### src/rtl/log2_sum_accumulator.sv
// Streaming log-domain accumulator: folds a packet of unsigned integer
// exponents into an approximation of log2(sum 2^x_i) using the serial
// two-operand rule max(a,b) + 2^-|a-b|, with FRAC_W fractional bits.
module log2_sum_accumulator #(
    parameter int EXP_W  = 8,
    parameter int FRAC_W = 4,
    parameter int CNT_W  = 8
) (
    input  logic                      clk,
    input  logic                      rst,
    input  logic                      in_valid,
    output logic                      in_ready,
    input  logic [EXP_W-1:0]          in_exp,
    input  logic                      in_last,
    output logic                      out_valid,
    input  logic                      out_ready,
    output logic [EXP_W+FRAC_W:0]     out_sum,
    output logic [CNT_W-1:0]          out_count,
    output logic                      out_cnt_sat
);

    localparam int AW = EXP_W + 1 + FRAC_W;

    // Largest integer distance that still yields a non-zero correction.
    localparam logic [AW-1:0] FRAC_LIM = AW'(FRAC_W);
    // Correction for equal operands: exactly 1.0 in fixed point.
    localparam logic [AW-1:0] ONE_FX   = AW'(1) << FRAC_W;
    localparam logic [CNT_W-1:0] CNT_MAX = '1;
    localparam logic [CNT_W-1:0] CNT_ONE = CNT_W'(1);

    typedef enum logic [1:0] {
        IDLE = 2'd0,
        ACC  = 2'd1,
        DONE = 2'd2
    } state_t;

    state_t              state_reg, state_next;
    logic [AW-1:0]       acc_reg, acc_next;
    logic [CNT_W-1:0]    count_reg, count_next;
    logic                cnt_sat_reg, cnt_sat_next;
    logic [AW-1:0]       out_sum_reg;
    logic [CNT_W-1:0]    out_count_reg;
    logic                out_cnt_sat_reg;
    logic                load_out;

    logic                accept;
    logic [AW-1:0]       x_ext;
    logic [AW-1:0]       diff;
    logic [AW-1:0]       d_int;
    logic [AW-1:0]       max_ax;
    logic [AW-1:0]       corr;
    logic [AW-1:0]       acc_upd;

    // Ready is purely a function of state so it drops the cycle DONE is entered.
    assign in_ready  = !rst && (state_reg != DONE);
    assign accept    = in_valid && in_ready;
    assign out_valid = (state_reg == DONE);
    assign out_sum     = out_sum_reg;
    assign out_count   = out_count_reg;
    assign out_cnt_sat = out_cnt_sat_reg;

    // Two-operand log-add datapath: max plus a shifted power-of-two correction.
    always_comb begin
        x_ext  = {1'b0, in_exp, {FRAC_W{1'b0}}};
        if (acc_reg >= x_ext) begin
            diff   = acc_reg - x_ext;
            max_ax = acc_reg;
        end else begin
            diff   = x_ext - acc_reg;
            max_ax = x_ext;
        end
        d_int = diff >> FRAC_W;
        if (d_int > FRAC_LIM) begin
            corr = '0;
        end else begin
            corr = ONE_FX >> d_int;
        end
        // Cannot overflow AW bits: the integer part grows at most 1 per beat.
        acc_upd = max_ax + corr;
    end

    // Next-state, accumulator and counter update logic.
    always_comb begin
        state_next   = state_reg;
        acc_next     = acc_reg;
        count_next   = count_reg;
        cnt_sat_next = cnt_sat_reg;
        load_out     = 1'b0;
        unique case (state_reg)
            IDLE: begin
                if (accept) begin
                    acc_next     = x_ext;
                    count_next   = CNT_ONE;
                    cnt_sat_next = 1'b0;
                    if (in_last) begin
                        state_next = DONE;
                        load_out   = 1'b1;
                    end else begin
                        state_next = ACC;
                    end
                end
            end
            ACC: begin
                if (accept) begin
                    acc_next = acc_upd;
                    if (count_reg == CNT_MAX) begin
                        cnt_sat_next = 1'b1;
                    end else begin
                        count_next = count_reg + CNT_ONE;
                    end
                    if (in_last) begin
                        state_next = DONE;
                        load_out   = 1'b1;
                    end
                end
            end
            DONE: begin
                if (out_ready) begin
                    state_next = IDLE;
                end
            end
            default: begin
                state_next = IDLE;
            end
        endcase
    end

    // State, accumulator and counter registers.
    always_ff @(posedge clk) begin
        if (rst) begin
            state_reg   <= IDLE;
            acc_reg     <= '0;
            count_reg   <= '0;
            cnt_sat_reg <= 1'b0;
        end else begin
            state_reg   <= state_next;
            acc_reg     <= acc_next;
            count_reg   <= count_next;
            cnt_sat_reg <= cnt_sat_next;
        end
    end

    // Result registers: captured with the final beat, held until the next packet ends.
    always_ff @(posedge clk) begin
        if (rst) begin
            out_sum_reg     <= '0;
            out_count_reg   <= '0;
            out_cnt_sat_reg <= 1'b0;
        end else if (load_out) begin
            out_sum_reg     <= acc_next;
            out_count_reg   <= count_next;
            out_cnt_sat_reg <= cnt_sat_next;
        end
    end

endmodule

### config.mk
export PLATFORM = sky130hd
export DESIGN_NAME = log2_sum_accumulator
export DESIGN_NICKNAME = d
export VERILOG_FILES = /design/src/rtl/log2_sum_accumulator.sv
export SDC_FILE = /design/constraint.sdc
export NUM_CORES = 1
export LEC_CHECK = 0
export ABC_AREA = 1
export CAP_MARGIN = 20
export CORE_UTILIZATION = 40
export CTS_CLUSTER_DIAMETER = 150
export DETAILED_ROUTE_END_ITERATION = 10
export GPL_TIMING_DRIVEN = 0
export PLACE_DENSITY = 0.64
export REMOVE_ABC_BUFFERS = 1
export SLEW_MARGIN = 20
export SYNTH_ARGS = -nofsm -noshare
export SYNTH_HDL_FRONTEND = slang
export SYNTH_SLANG_ARGS = --single-unit
### constraint.sdc
create_clock -name clk -period 7.02 [get_ports clk]
set_input_delay 0.702 -clock clk [delete_from_list [all_inputs] [get_ports clk]]
set_output_delay 0.702 -clock clk [all_outputs]
set_load 0.01 [all_outputs]
==> impl_results.md, run 1 <==
- Die Area: 9488 um2
- Number of synthesized register bits: 46
- Fin Clk Skew: 0.002951 ns
- Top-Level Pins: 37
- CP peak stage delay: 0.55 ns
- Slew @ Worst Pin: 0.8003 ns
- WL final: 9492 um
- Synth area leaders: dfxtp_1 (25%), nand2_1 (11%), inv_1 (8.1%), ha_1 (7.6%), nor2_1 (6.8%)
- H-tree Lvls: 2
- Critical path origin: in_exp[2]
- Setup TNS: 0 ns
- Die width: 97.41 um
- Total leakage power: 1.782 nW
- Reg2reg setup slack: 2.25 ns
- CTS Buffer Depth: 2
- First DRT Iteration DRCs: 210
- Vias in the first global route: 3621
- CP Launch Type: primary input
- Post-synth EDFFs: 0
- Final ANT Viol Nets: 0
- Final nets: 621
- DRT Pass-1 Iters: 4
- Layout cell share with drive strength beyond 1: 7.705%
- CTS tree: built
- Final Hold Viols: 0
- First-pass GRT wire length: 16400 um
- Post-CTS setup buffer count: 0
- Register area: 920.9 um2
- Worst Reg-to-Reg Cells: 30
- Top layer in use: met4
- Detailed-route via count: 3661
- Peak VDD IR: 0.1151 mV
- Dpl cell area: 4048 um2
- Antenna violations before repair: 0
- Fin area: 4123 um2
- Slew Viols, Final: 0
- Via/cell ratio: 5.290
- Worst Path Arrival: 5.65 ns
- Fmax: 183.2 MHz
- Cell Count Post-Placement: 685
- DR DRC count: 0
- Setup crit end kind: register
- Sequential fraction of the synthesis area: 25.29%
- Post-CTS Resized: 0
- Met1 WL: 4544 um
- Root buffer cell: clkbuf_8
- Netlist cell types: 46
- HP Class: reg -> reg
- Total chip power: 677.0 uW
- RSZ-0062 raised after global routing: false
- RR Endpoint: out_sum[8]
- GRT overflow: 0
- ANT cells: 0
- CP required: 7.21 ns
- Mapped Area: 3641 um2
- Asr flop ratio synth: 0%
- Worst hold stages: 2
- Setup violators final: 0
- Total power per unit cell area: 164.2 nW/um2
- WS Path Type: in -> reg
- Period minus WS final: 5.459 ns
- Row count: 34
- Tcrit/Tclk final: 77.77%
- CTS Sinks: 46
- Worst Hold Endpoint: out_count[7]
- Worst-path clk slew: 0.08 ns
- GR Util All Layers: 20.54%
- Hold wc startpoint: out_count[7]
- Top cell by count, worst path: nand2_1
- Num CTS Buffers: 5
- CTS hold repair buffers: 0
- Fillers: 932
- Post-route insts no fill: 692
- Met3 WL: 342 um
- Rel. slew slack: 46.59%
- Die Y: 97.41 um
- Slowest stage cell, crit path: clkdlybuf4s50_1
- HPWL after DPL: 7189 um
- Syn. warnings: 0
- Yosys top cell area share: 25.29%
- Clock latency on the worst-skew pair: 0.29 ns
- Largest net degree at the start of global routing: 30
- Multi-input gate area: 2297 um2
- Average size of a mapped cell: 6.525 um2
- WL/cell: 13.72 um
- RR Startpoint: acc_reg[6]
- Starting Density: 41.55%
- Max Cap Violations: 0
- Primary FF master, synth: dfxtp_1
- Port-buffer cells: 36
- Largest area contributor in the netlist: dfxtp_1
- Cell count after synthesis: 558
- Critical-path maximum fanout: 25
- Met2 wire length: 4458 um
- Area Overhead vs Synth: 13.23%
- Status: completed
- Core Area: 8763 um2
- Gp weighted congestion: 0.8722
==> worst max-delay path, delay by kind of cell <==
family	cells	cell delay (ns)
and+or+nand+nor	22	2.68
buffers and inverters	4	1.04
xor gates and xnor gates	1	0.09
adders and majority gates	3	0.99
AOI/OAI and AO/OA	2	0.15
==> how the worst max path moves through the flow <==
stage,to,slack [ns],depth (start not counted)
finish,out_sum[8],1.56,32
global route,out_sum[8],1.12,29
CTS,acc_reg[8],1.60,30
detailed placement,acc_reg[8],1.31,30
global placement,out_sum[8],1.31,30
floorplan,out_sum[10],2.60,27
==> cell usage after synthesis, types with 5 or more instances <==
| cell | n |
|---|---|
| nand2_1 | 111 |
| inv_1 | 79 |
| nor2_1 | 66 |
| o21ai_0 | 47 |
| dfxtp_1 | 46 |
| a21oi_1 | 34 |
| nand3_1 | 29 |
| ha_1 | 22 |
| nand4_1 | 13 |
| nand2_2 | 11 |
| xor2_1 | 11 |
| clkbuf_1 | 8 |
| o211ai_1 | 8 |
| buf_2 | 6 |
| nor2_4 | 5 |
| nor3_1 | 5 |
| o21ai_1 | 5 |
| o21ai_2 | 5 |
==> where the power goes <==
group          switching, mW  internal, mW  leakage, nW
Clock                 0.0862        0.0684       0.0373
Combinational          0.157        0.0834         1.37
Sequential           0.00968         0.272        0.375
Total                  0.253         0.424         1.78
==> layer usage <==
| layer | up-vias | track usage [%] |
|---|---|---|
| met5 | - | 0 |
| met4 | 0 | 5.995 |
| met3 | 15 | 2.086 |
| met2 | 86 | 35.83 |
| met1 | 1697 | 26.71 |
| li1 | 1863 | - |
==> per-stage QoR <==
step / setup WS [ns] / utilization [%] / hold slack (ns)
6_report: 1.561 / 47.04 / 0.5030
4_1_cts: 1.605 / 47.10 / 0.5084
3_5_place_dp: 1.311 / 46.19 / 0.4814
3_3_place_gp: 1.315 / 45.90 / 0.4810
5_1_grt: 1.119 / 47.04 / 0.5313
2_1_floorplan: 2.602 / - / 0.4746
==> cell families (layout without fill, tap and decap cells) <==
| kind of cell | after synthesis | count (layout) | share of synthesized area [%] |
|---|---|---|---|
| compound gates | 119 | 119 | 19.11 |
| flops | 46 | 46 | 25.29 |
| simple gates | 253 | 253 | 31.93 |
| fa+ha+maj | 24 | 24 | 8.660 |
| buf+inv | 103 | 129 | 11.89 |
| xor+xnor | 13 | 13 | 3.127 |
==> area by class of cell <==
| class | instances | share of cell area, % |
|---|---|---|
| Inverter | 85 | 7.739 |
| Timing Repair Buffer | 37 | 8.983 |
| Sequential cell | 46 | 22.34 |
| Multi-Input combinational cell | 409 | 55.72 |
| Clock buffer | 6 | 1.760 |
| Tap cell | 108 | 3.278 |
| Clock inverter | 1 | 0.1821 |
==> cell usage in the layout (no fill, tap or decap), drive strengths merged <==
master | Yosys | final
nor2 | 74 | 74
and2 | 1 | 1
a31oi | 3 | 3
xnor2 | 2 | 2
nor3 | 5 | 5
clkbuf | 8 | 6
nand4 | 14 | 14
a21o | 1 | 1
nand3b | 1 | 1
a22oi | 2 | 2
or2 | 2 | 2
clkinv | 3 | 3
clkdlybuf4s50 | 0 | 35
a21oi | 36 | 36
nand3 | 32 | 32
ha | 22 | 22
buf | 10 | 2
o311ai | 1 | 1
o221ai | 2 | 2
nor4 | 1 | 1
dfxtp | 46 | 46
xor2 | 11 | 11
o22ai | 3 | 3
o211ai | 8 | 8
a221oi | 2 | 2
nand2 | 123 | 123
o21a | 1 | 1
clkinvlp | 0 | 1
a211oi | 1 | 1
fa | 2 | 2
o21ai | 57 | 57
o2111ai | 2 | 2
inv | 82 | 82
(Power assumes the default switching activity.)
==> run 2, diff against run 1 <==
==> constraint.sdc (replaced) <==
create_clock -name clk -period 5.7 [get_ports clk]
set_input_delay 0.57 -clock clk [delete_from_list [all_inputs] [get_ports clk]]
set_output_delay 0.57 -clock clk [all_outputs]
set_load 0.01 [all_outputs]
==> run 2 against run 1 <==
  * Die area unchanged
  * Worst setup slack got worse by 1.1 ns
  * Routed wire length down 0.36%
==> impl_results.md, run 2 (same netlist as run 1, synthesis figures left out) <==
- Via/cell ratio: 5.249 (-0.79%)
- Final nets: 621 (unchanged)
- CTS tree: built
- HPWL after DPL: 7189 um (unchanged)
- Final ANT Viol Nets: 0 (unchanged)
- Detailed-route via count: 3632 (-0.79%)
- Setup violators final: 0 (unchanged)
- First-pass GRT wire length: 16400 um (unchanged)
- WS Path Type: in -> reg
- Setup crit end kind: register
- Internal Pwr Total: 522.6 uW (+23%)
- First DRT Iteration DRCs: 200 (-4.8%)
- Rel. slew slack: 46.79% (+0.20 points)
- Row count: 34 (unchanged)
- Worst-path clk slew: 0.08 ns (about the same)
- Slew Viols, Final: 0 (unchanged)
- Critical-path maximum fanout: 25 (unchanged)
- Die width: 97.41 um (unchanged)
- Top cell by count, worst path: nand2_1
- CTS hold repair buffers: 0 (unchanged)
- Worst hold stages: 2 (unchanged)
- Switching Share: 37.29% (-0.069 points)
- Vias in the first global route: 3621 (unchanged)
- RSZ-0062 raised after global routing: false
- CP Launch Type: primary input
- Top-Level Pins: 37 (unchanged)
- CTS Sinks: 46 (unchanged)
- Die Y: 97.41 um (unchanged)
- Max Cap Violations: 0 (unchanged)
- Total power per unit cell area: 202.0 nW/um2 (+23%)
- WL/cell: 13.67 um (-0.36%)
- Slew @ Worst Pin: 0.7973 ns (-0.002986 ns)
- ANT cells: 0 (unchanged)
- Worst Hold Endpoint: out_count[7]
- Die Area: 9488 um2 (unchanged)
- Largest net degree at the start of global routing: 30 (unchanged)
- WL final: 9458 um (-0.36%)
- Fin Clk Skew: 0.002474 ns (-0.0004774 ns)
- Post-layout util: 47.07% (about the same)
- Post-route insts no fill: 692 (unchanged)
- Starting Density: 41.55% (unchanged)
- RR Startpoint: acc_reg[6]
- Worst Path Arrival: 5.46 ns (-0.19 ns)
- Root buffer cell: clkbuf_8
- Crit path max-delay family: simple AND/OR/NAND/NOR gates
- Tcrit/Tclk final: 92.58%
- Commonest non-fill, non-tap cell in the layout: nand2_1
- Hold wc startpoint: out_count[7]
- Cell Count Post-Placement: 685 (unchanged)
- Peak VDD IR: 0.1417 mV (+23%)
- Post-CTS Resized: 0 (unchanged)
- Clock latency on the worst-skew pair: 0.29 ns (about the same)
- CP required: 5.89 ns (-1.32 ns)
- H-tree Lvls: 2 (unchanged)
- Total leakage power: 1.782 nW (about the same)
- CTS Buffer Depth: 2 (unchanged)
- Gp weighted congestion: 0.8722 (unchanged)
- Fmax: 189.5 MHz
- Clock power share: 22.8% (about the same)
- RR Endpoint: out_sum[8]
- Layout cell share with drive strength beyond 1: 7.705% (unchanged)
- Sequential power share: 41.7% (about the same)
- Num CTS Buffers: 5 (unchanged)
- CP peak stage delay: 0.55 ns (about the same)
- Worst Reg-to-Reg Cells: 30 (unchanged)
- Final Hold Viols: 0 (unchanged)
- Period minus WS final: 5.277 ns
- NetSw: 310.8 uW (+23%)
- DR DRC count: 0 (unchanged)
- Post-CTS setup buffer count: 0 (unchanged)
- Core Area: 8763 um2 (unchanged)
- Port-buffer cells: 36 (unchanged)
- DRT Pass-1 Iters: 4 (unchanged)
- Setup TNS: 0 ns (unchanged)
- HP Class: reg -> reg
- Combinational fraction of design power: 35.5% (about the same)
- GR Util All Layers: 20.54% (unchanged)
- Slowest stage cell, crit path: clkdlybuf4s50_1
- Buf+Inv Stages, Crit Path: 4 (unchanged)
- Status: completed
- Antenna violations before repair: 0 (unchanged)
- Area Overhead vs Synth: 13.30% (about the same)
- Total chip power: 833.4 uW (+23%)
- Commonest non-fill, non-tap cells in the layout: nand2_1 (111), inv_1 (79), nor2_1 (64)
- Reg2reg setup slack: 0.99 ns (-1.26 ns)
- GRT overflow: 0 (unchanged)
## run 2: tightest hold or removal path: stages (launching register included)
cell and delay (ns):
dfxtp_1 0.33, o211ai_1 0.09, inv_1 0.05
## run 2: cell type report
cell class              count  area, um2
clock inverters             1      7.507
fillers                   931       4638
well taps                 108      135.1
multi-input cells         409       2297
repair buffers             37      370.4
clock buffers               6      72.57
flip-flops and latches     46      920.9
inverters                  85      321.6
## run 2: power groups by stage
stage | Sequential (mW) | Combinational, mW | Clock, mW
3_3_place_gp | 0.354 | 0.283 | 0
2_1_floorplan | 0.355 | 0.204 | 0
6_report | 0.347 | 0.296 | 0.190
3_5_place_dp | 0.355 | 0.291 | 0
5_1_grt | 0.350 | 0.332 | 0.207
4_1_cts | 0.347 | 0.293 | 0.197
## run 2: worst max-delay path by stage
stage	cells after the start	to	slack (ns)	start
detailed placement	30	acc_reg[8]	0.12	in_exp[7]
floorplan	27	out_sum[10]	1.41	in_exp[7]
CTS	30	acc_reg[8]	0.42	in_exp[7]
global placement	30	out_sum[8]	0.13	in_exp[7]
global route	31	out_sum[8]	0.009	in_exp[2]
finish	32	out_sum[8]	0.42	in_exp[2]
## run 2: through the flow
step	setup WS [ns]	hold slack (ns)	area (um2)
after global placement	0.1266	0.4810	4023
after CTS	0.4169	0.5084	4128
after detailed placement	0.1226	0.4814	4048
after floorplan	1.414	0.4746	3527
final	0.4231	0.5030	4125
after global routing	0.009099	0.5313	4125
## run 2: per-layer routing
layer  wire (um)  global-route usage (%)
met3         302                   2.086
met4         156                   5.995
met2        4418                   35.83
met1        4580                   26.71
met5           0                       0
==> run 3, diff against run 2 <==
--- a/config.mk
+++ b/config.mk
@@ -7,11 +7,12 @@
 export LEC_CHECK = 0
 export ABC_AREA = 1
 export CAP_MARGIN = 20
-export CORE_UTILIZATION = 40
+export CORE_UTILIZATION = 35
 export CTS_CLUSTER_DIAMETER = 150
+export CTS_CLUSTER_SIZE = 16
 export DETAILED_ROUTE_END_ITERATION = 10
 export GPL_TIMING_DRIVEN = 0
-export PLACE_DENSITY = 0.64
+export PLACE_DENSITY = 0.58
 export REMOVE_ABC_BUFFERS = 1
 export SLEW_MARGIN = 20
 export SYNTH_ARGS = -nofsm -noshare
==> run 3 against run 2 <==
  * Clock power rose by 29%
  * Worst setup slack improved by 0.060 ns
  * Die area grew 14%
  * Cell count up 3.8%
  * Sequential power hardly changed
  * Critical endpoint unchanged
  * Total power grew 6.3%
==> impl_results.md, run 3 (same netlist as run 1, synthesis figures left out) <==
- CTS hold repair buffers: 0 (unchanged)
- Final nets: 621 (unchanged)
- Commonest non-fill, non-tap cells in the layout: nand2_1 (111), inv_1 (79), nor2_1 (64)
- Via/cell ratio: 5.042 (-3.9%)
- Post-CTS Resized: 0 (unchanged)
- Setup TNS: 0 ns (unchanged)
- Total power per unit cell area: 210.9 nW/um2 (+4.4%)
- WS Path Type: in -> reg
- First DRT Iteration DRCs: 143 (-28%)
- Period minus WS final: 5.217 ns (-0.05993 ns)
- Starting Density: 36.74% (-4.8 points)
- Top cell by count, worst path: nand2_1
- Tcrit/Tclk final: 91.53% (-1.1 points)
- GRT overflow: 0 (unchanged)
- Dpl cell area: 4091 um2 (+1.1%)
- RSZ-0062 raised after global routing: false
- Hold wc startpoint: out_count[4]
- Die Area: 10820 um2 (+14%)
- Vias in the first global route: 3460 (-4.4%)
- WL/cell: 13.28 um (-2.8%)
- Area Overhead vs Synth: 15.43%
- CP required: 5.89 ns (about the same)
- Commonest non-fill, non-tap cell in the layout: nand2_1
- Layout cell share with drive strength beyond 1: 8.034% (+0.33 points)
- Worst Reg-to-Reg Cells: 28 (-6.7%)
- Largest net degree at the start of global routing: 30 (unchanged)
- Reg2reg setup slack: 0.99 ns (about the same)
- Critical-path maximum fanout: 25 (unchanged)
- GR Util All Layers: 17.97% (-2.6 points)
- Setup violators final: 0 (unchanged)
- Slack of the critical path: 0.4830 ns (+0.05993 ns)
- Gp weighted congestion: 0.8605 (-1.3%)
- Pre-CTS setup slack: 0.1189 ns (-0.003730 ns)
- Total leakage power: 1.800 nW (+0.98%)
- CP peak stage delay: 0.53 ns (-0.02 ns)
- Slew @ Worst Pin: 0.8444 ns (+0.04709 ns)
- Row count: 36 (+5.9%)
- HP Class: reg -> reg
- Slowest stage cell, crit path: ha_1
- CTS Buffer Depth: 2 (unchanged)
- DRT Pass-1 Iters: 4 (unchanged)
- Worst hold stages: 2 (unchanged)
- Core Area: 9910 um2 (+13%)
- RR Endpoint: out_sum[8]
- RR Startpoint: acc_reg[10]
- Detailed-route via count: 3620 (-0.33%)
- WL final: 9537 um (+0.84%)
- Status: completed
- HPWL after DPL: 7284 um (+1.3%)
- Hold_ws: 0.5027 ns (-0.0003050 ns)
- Final Hold Viols: 0 (unchanged)
- H-tree Lvls: 2 (unchanged)
- Clock latency on the worst-skew pair: 0.30 ns (about the same)
- Worst Path Arrival: 5.41 ns (-0.05 ns)
- Slew Viols, Final: 0 (unchanged)
- CTS Sinks: 46 (unchanged)
- Post-CTS setup buffer count: 0 (unchanged)
- Worst-path clk slew: 0.09 ns (about the same)
- DR DRC count: 0 (unchanged)
- Die width: 104.0 um (+6.8%)
- CTS tree: built
- Top-Level Pins: 37 (unchanged)
- Port-buffer cells: 36 (unchanged)
- Root buffer cell: clkbuf_8
- Num CTS Buffers: 5 (unchanged)
- Final ANT Viol Nets: 0 (unchanged)
- Total chip power: 886.2 uW (+6.3%)
- Antenna violations before repair: 0 (unchanged)
- Peak VDD IR: 0.1252 mV (-12%)
- First-pass GRT wire length: 16360 um (-0.26%)
- Fin Clk Skew: 0.01039 ns (+0.007914 ns)
- Max Cap Violations: 0 (unchanged)
- ANT cells: 0 (unchanged)
- Fmax: 191.7 MHz (+1.1%)
- Critical path origin: in_exp[7]
- Fin area: 4203 um2 (+1.9%)
- CP Launch Type: primary input
- Setup crit end kind: register
- Worst Hold Endpoint: out_count[4]
- Die Y: 104.0 um (+6.8%)
- Rel. slew slack: 43.65% (-3.1 points)
## run 3: cell count changes in the layout (fill, tap and decap cells not counted), sizes merged
cell      delta
clkinvlp     +1
clkbuf       -1
bufinv       +1
## run 3: how the worst max path moves through the flow
stage                        to  slack, ns  cells past startpoint
floorplan           out_sum[10]       1.41                     27
global placement     out_sum[8]       0.09                     30
detailed placement   acc_reg[8]       0.12                     30
CTS                  acc_reg[8]       0.42                     30
global route         acc_reg[8]       0.05                     32
finish               out_sum[8]       0.48                     30
## run 3: cell type report
type	instances	area, um2
Tap cell	133	166.4
Multi-Input combinational cell	409	2297
Fill cell	1082	5707
Timing Repair Buffer	37	382.9
Clock inverter	3	45.04
Sequential cell	46	920.9
Clock buffer	5	68.82
Inverter	85	321.6
## run 3: layer usage
layer,track usage [%],part of all wire [%],routed length [um],up-vias
li1,-,-,-,1878
met1,24.74,49,4686,1652
met2,29.38,46,4398,72
met3,1.754,2.7,254,18
met4,5.714,2.1,197,0
met5,0,0,0,-
## run 3: worst max-delay path, delay by kind of cell
kind | cells | cell delay, ns
adders and majority gates | 3 | 1.13
buffers and inverters | 4 | 0.77
AOI/OAI and AO/OA | 2 | 0.15
xor gates and xnor gates | 1 | 0.16
and+or+nand+nor | 20 | 2.60
## run 3: where the power goes
part,leakage (nW),switching [mW],total [mW],internal [mW]
clock,0.0504,0.114,0.245,0.130
combinational,1.38,0.190,0.294,0.104
sequential,0.375,0.0121,0.347,0.335
## run 3: through the flow
step | cells | utilization (%)
after floorplan | 540 | -
after global placement | 709 | 40.91
after detailed placement | 710 | 41.29
after CTS | 718 | 42.44
after global routing | 718 | 42.41
final | 718 | 42.41
